$ cat config.mk
export PLATFORM = sky130hd
export DESIGN_NAME = gpr_wb_arbiter
export DESIGN_NICKNAME = d
export VERILOG_FILES = /design/src/rtl/gpr_wb_arbiter.sv
export SDC_FILE = /design/constraint.sdc
export NUM_CORES = 1
export LEC_CHECK = 0
export ABC_AREA = 1
export ABC_CLOCK_PERIOD_IN_PS = 4920
export BUFFER_PORTS_ARGS = -buffer_cell sky130_fd_sc_hd__buf_2
export CAP_MARGIN = 20
export CORE_MARGIN = 1
export CORE_UTILIZATION = 55
export DETAILED_ROUTE_END_ITERATION = 12
export PLACE_DENSITY = 0.89
export SYNTH_ARGS = -nofsm -noshare
export SYNTH_HDL_FRONTEND = slang
export SYNTH_SLANG_ARGS = --single-unit
$ cat constraint.sdc
create_clock -name clk -period 4.92 [get_ports clk]
set_clock_uncertainty 0.15 [all_clocks]
set_input_delay 0.984 -clock clk [delete_from_list [all_inputs] [get_ports clk]]
set_output_delay 0.984 -clock clk [all_outputs]
set_load 0.03 [all_outputs]
$ cat src/rtl/gpr_wb_arbiter.sv
// GPR writeback arbiter: merges a never-stalled ALU writeback stream with a
// queued LSU load stream into one registered register-file write port.
module gpr_wb_arbiter #(
  parameter int QDEPTH = 4
) (
  input  logic                      clk,
  input  logic                      rst,
  input  logic                      alu_valid,
  input  logic [4:0]                alu_wa,
  input  logic [31:0]               alu_wd,
  input  logic                      lsu_valid,
  output logic                      lsu_ready,
  input  logic [4:0]                lsu_wa,
  input  logic [31:0]               lsu_wd,
  input  logic [4:0]                rs,
  input  logic [4:0]                rt,
  output logic                      raw_hazard,
  output logic                      we,
  output logic [4:0]                wa,
  output logic [31:0]               wd,
  output logic [$clog2(QDEPTH):0]   q_count
);

  localparam int AW = $clog2(QDEPTH);
  localparam int CW = AW + 1;
  localparam logic [CW-1:0] DEPTH_C = CW'(QDEPTH);

  // Queue storage and bookkeeping
  logic [4:0]        r_q_wa [QDEPTH];
  logic [31:0]       r_q_wd [QDEPTH];
  logic [QDEPTH-1:0] r_q_valid;
  logic [QDEPTH-1:0] r_q_kill;
  logic [AW-1:0]     r_rd_ptr;
  logic [AW-1:0]     r_wr_ptr;
  logic [CW-1:0]     r_count;

  logic              r_we;
  logic [4:0]        r_wa;
  logic [31:0]       r_wd;

  logic              w_alu_req;
  logic              w_lsu_nonnull;
  logic              w_q_empty;
  logic              w_sel_head;
  logic              w_bypass;
  logic              w_push;
  logic              w_push_killed;
  logic              w_head_killed;
  logic [QDEPTH-1:0] w_kill_hit;
  logic              w_hazard;

  assign lsu_ready     = !rst && (r_count < DEPTH_C);
  assign w_alu_req     = alu_valid && (alu_wa != 5'd0);
  assign w_lsu_nonnull = lsu_valid && lsu_ready && (lsu_wa != 5'd0);
  assign w_q_empty     = (r_count == '0);
  assign w_sel_head    = !w_alu_req && !w_q_empty;
  assign w_bypass      = !w_alu_req && w_q_empty && w_lsu_nonnull;
  assign w_push        = w_lsu_nonnull && !w_bypass;
  assign w_push_killed = w_alu_req && (lsu_wa == alu_wa);
  assign w_head_killed = r_q_kill[r_rd_ptr];

  // The ALU result is younger than anything still queued for the same register.
  // NOTE: every variable written in always_comb gets a default first, so no latch is inferred.
  always_comb begin
    w_kill_hit = '0;
    w_hazard   = 1'b0;
    for (int i = 0; i < QDEPTH; i++) begin
      w_kill_hit[i] = w_alu_req && r_q_valid[i] && (r_q_wa[i] == alu_wa);
      if (r_q_valid[i] && !r_q_kill[i] &&
          (((rs != 5'd0) && (rs == r_q_wa[i])) || ((rt != 5'd0) && (rt == r_q_wa[i]))))
        w_hazard = 1'b1;
    end
    if (r_we && (((rs != 5'd0) && (rs == r_wa)) || ((rt != 5'd0) && (rt == r_wa))))
      w_hazard = 1'b1;
  end

  // NOTE: state uses non-blocking assignments so every flop samples pre-edge values.
  always_ff @(posedge clk or posedge rst) begin
    if (rst) begin
      r_q_valid <= '0;
      r_q_kill  <= '0;
      r_rd_ptr  <= '0;
      r_wr_ptr  <= '0;
      r_count   <= '0;
    end else begin
      r_q_kill <= r_q_kill | w_kill_hit;
      if (w_sel_head) begin
        r_q_valid[r_rd_ptr] <= 1'b0;
        r_q_kill[r_rd_ptr]  <= 1'b0;
        r_rd_ptr            <= r_rd_ptr + AW'(1);
      end
      if (w_push) begin
        r_q_valid[r_wr_ptr] <= 1'b1;
        r_q_kill[r_wr_ptr]  <= w_push_killed;
        r_wr_ptr            <= r_wr_ptr + AW'(1);
      end
      case ({w_push, w_sel_head})
        2'b10:   r_count <= r_count + CW'(1);
        2'b01:   r_count <= r_count - CW'(1);
        default: r_count <= r_count;
      endcase
    end
  end

  // NOTE: queue payload is not reset; the valid flags alone decide whether an entry means anything.
  always_ff @(posedge clk) begin
    if (w_push) begin
      r_q_wa[r_wr_ptr] <= lsu_wa;
      r_q_wd[r_wr_ptr] <= lsu_wd;
    end
  end

  // A killed head still spends its slot but writes nothing; wa/wd keep their last values.
  always_ff @(posedge clk or posedge rst) begin
    if (rst) begin
      r_we <= 1'b0;
      r_wa <= '0;
      r_wd <= '0;
    end else if (w_alu_req) begin
      r_we <= 1'b1;
      r_wa <= alu_wa;
      r_wd <= alu_wd;
    end else if (w_sel_head) begin
      r_we <= !w_head_killed;
      if (!w_head_killed) begin
        r_wa <= r_q_wa[r_rd_ptr];
        r_wd <= r_q_wd[r_rd_ptr];
      end
    end else if (w_bypass) begin
      r_we <= 1'b1;
      r_wa <= lsu_wa;
      r_wd <= lsu_wd;
    end else begin
      r_we <= 1'b0;
    end
  end

  assign we         = r_we;
  assign wa         = r_wa;
  assign wd         = r_wd;
  assign q_count    = r_count;
  assign raw_hazard = w_hazard;

endmodule

==> reports/qor.yml <==
global_routing:
  grt_antenna_before_repair: 2
  grt_pass1_vias: 7665
  grt.total_usage: 0.2776
  grt_pass1_wl_um: 38970
  gr-total-overflow: 0
  grt_max_degree: 54
cells_and_area:
  fin_cells: 1387
  fin_util: 0.6427
  areaGrowthSynthToFinish_pct: 14.00
  nets: 1244
  fillers: 1332
  layout-drive-gt1-share: 0.1698
pwr:
  p_leak_uw: 0.004759
  ir_drop_mv: 0.3783
  power_density_mw_per_mm2: 554.7
die:
  die_w_um: 135.2
  die-height_um: 135.2
  fp-row-count: 48
  initial_core_util: 0.5638
  ios: 131
  dieArea_mm2: 0.01827
  fp.coreArea_mm2: 0.01730
place:
  gp_congestion: 0.9492
  hpwl_um: 16100
  dp_cells: 1349
  io_buffers: 130
setup_path:
  cp_cell_sequence: "buf_2, inv_1, nand2_1, nor2_1, nor2_1, nand2_1, nand2_1, nand2_1, nand2_1, nor2_1, nand2_1, buf_2"
  endpoint_kind: "output pin"
  worst_path_most_repeated_cell: "nand2_1"
  criticalPathCategory: "input port to output pin"
  cp-start-kind: "input port"
  cp_slowest_stage_delay_ps: 270
  path_max_fanout: 6
  cp.required_ps: 3790
  critPathSlowestCell: "nor2_1"
  critical_path_arrival_ps: 2260
  r2r_setup_slack_ps: 1980
timing:
  finalCritPeriodShare: 0.6908
  maxSlewHeadroom: 0.3328
  fmax_mhz: 294.2
  min_period_ps: 3399
  hold_violations: 0
  slew_violations: 0
  fin_setup_tns_ps: 0
  rsz0062_at_grt: "false"
  worst_pin_slew_ps: 994.6
  setup_viol: 0
synthesis:
  netlist.top_cell.by_area: "edfxtp_1"
  synth-async-reset-ratio: 0.2637
  syn_nets: 1135
  ys_warn_count: 0
  synth_cells: 1037
  ys_types: 37
  synth_edf_count: 148
  synth_ff_type: "edfxtp_1"
  netlist_area_mm2: 0.009752
  ys_seq_elements: 201
  synth.area.top_cells: "edfxtp_1, dfrtp_1, nand2_1"
  syn_area_per_cell_um2: 9.404
  synth_top_area_frac: 0.4557
  seq_area_frac_synth: 0.5917
detailed_routing:
  vias: 7928
  ant_nets: 0
  drc: 0
  drt-initial-drc-count: 782
  first_pass_iters: 5
  vias_per_cell: 5.716
  wl_per_cell_um: 17.81
  wl_um: 24700
clock_network:
  cts_sinks: 201
  cts_buffer_depth: 3
  cts-root-buf: "clkbuf_16"
  cts_tree: "done"
  numCtsBuffers: 20
  cts-htree-levels: 1
  post_cts_buffers: 0
  cts_resized: 0
  clk_latency_ps: 500
  cts.clk_slew.worst_paths_ps: 60
  cts_hold_buffers: 0
flow_run:
  max_cap_viol_count: 0
hold_path:
  hp-class: "flip-flop to flip-flop"
run_status:
  status: "finished clean"
==> metrics by stage <==
stage / cell area [um^2] / hold WS [ps] / setup WS, ps / power (uW)
after floorplan: 9752 / 291.9 / 1098 / 4105
after global placement: 10520 / 313.2 / 1452 / 4661
after detailed placement: 10520 / 313.9 / 1356 / 4755
after CTS: 11110 / 334.6 / 1548 / 6150
after global routing: 11110 / 345.8 / 1350 / 6520
final: 11120 / 334.0 / 1521 / 6167
==> cells in the mapped netlist (3+ instances only) <==
library cell,n
ha_1,9
buf_4,3
nor2_1,101
nand4_1,4
nor3_1,5
nand2_1,339
o21ai_0,84
dfrtp_1,53
a21oi_1,17
buf_1,4
nand2_2,10
buf_2,14
clkbuf_1,31
xnor2_1,32
o22ai_1,33
o211ai_1,4
xor2_1,16
nand3_1,53
edfxtp_1,148
inv_1,54
==> sequential cells by signal, indices dropped and copies added (netlist names) <==
| name | cells |
|---|---|
| r_q_kill | 4 |
| r_q_wd | 128 |
| r_q_wa | 20 |
| we | 1 |
| q_count | 3 |
| r_wr_ptr | 2 |
| wa | 5 |
| r_rd_ptr | 2 |
| r_q_valid | 4 |
| wd | 32 |
==> cells by family after synthesis <==
family,share of synthesized area
flip-flops,0.5917
buffers and inverters,0.05017
XOR/XNOR,0.04311
AND/OR/NAND/NOR,0.2231
AO/OA/AOI/OAI,0.07827
adder cells (fa/ha/maj),0.01360
==> worst paths after layout <==
check | cells past startpoint | end | startpoint
setup / recovery | 12 | raw_hazard | rs[3]
hold / removal | 2 | wd[31]$_DFFE_PP0P_ | wd[31]$_DFFE_PP0P_
setup reg to reg | 8 | wd[24]$_DFFE_PP0P_ | q_count[0]$_DFFE_PP0P_
hold reg to reg | 2 | wd[31]$_DFFE_PP0P_ | wd[31]$_DFFE_PP0P_
max in group asynchronous | 3 | r_rd_ptr[0]$_DFFE_PP0N_ | rst
min in group asynchronous | 3 | q_count[0]$_DFFE_PP0P_ | rst
==> power by group <==
| part | internal [uW] | switching (uW) |
|---|---|---|
| sequential | 2150 | 276 |
| clock | 779 | 622 |
| combinational | 695 | 1650 |
==> cell usage in the layout, fill, tap and decap left out, drive strengths merged <==
cell type	count
clkinv	11
clkinvlp	3
edfxtp	148
or2	2
nor3b	1
nand4	4
nor3	6
dfrtp	53
inv	55
nand2	352
o22ai	33
nand3b	1
fa	1
o211ai	4
xor2	16
a211oi	1
nand3	54
diode	2
buf	142
ha	9
clkbuf	25
xnor2	32
a21oi	17
nor2	104
o21ai	86
==> worst max-delay path: cells and delay by family <==
kind | cells | cell delay (ps)
buffers and inverters | 3 | 480
and+or+nand+nor | 9 | 810
==> area by class of cell <==
class	instances	area, um^2	share of cell area
Antenna cell	2	5.005	0.0004502
Clock buffer	25	540.5	0.04862
Clock inverter	11	55.05	0.004952
Inverter	58	222.7	0.02003
Multi-Input combinational cell	723	3500	0.3148
Sequential cell	201	5772	0.5192
Tap cell	225	281.5	0.02532
Timing Repair Buffer	142	740.7	0.06663
==> layer usage <==
| layer | GRT usage | part of all wire |
|---|---|---|
| met5 | 0 | 0 |
| met4 | 0.1361 | 0.039 |
| met3 | 0.04976 | 0.090 |
| met2 | 0.4493 | 0.48 |
| met1 | 0.3627 | 0.39 |
Power figures use the tool's default switching activity.
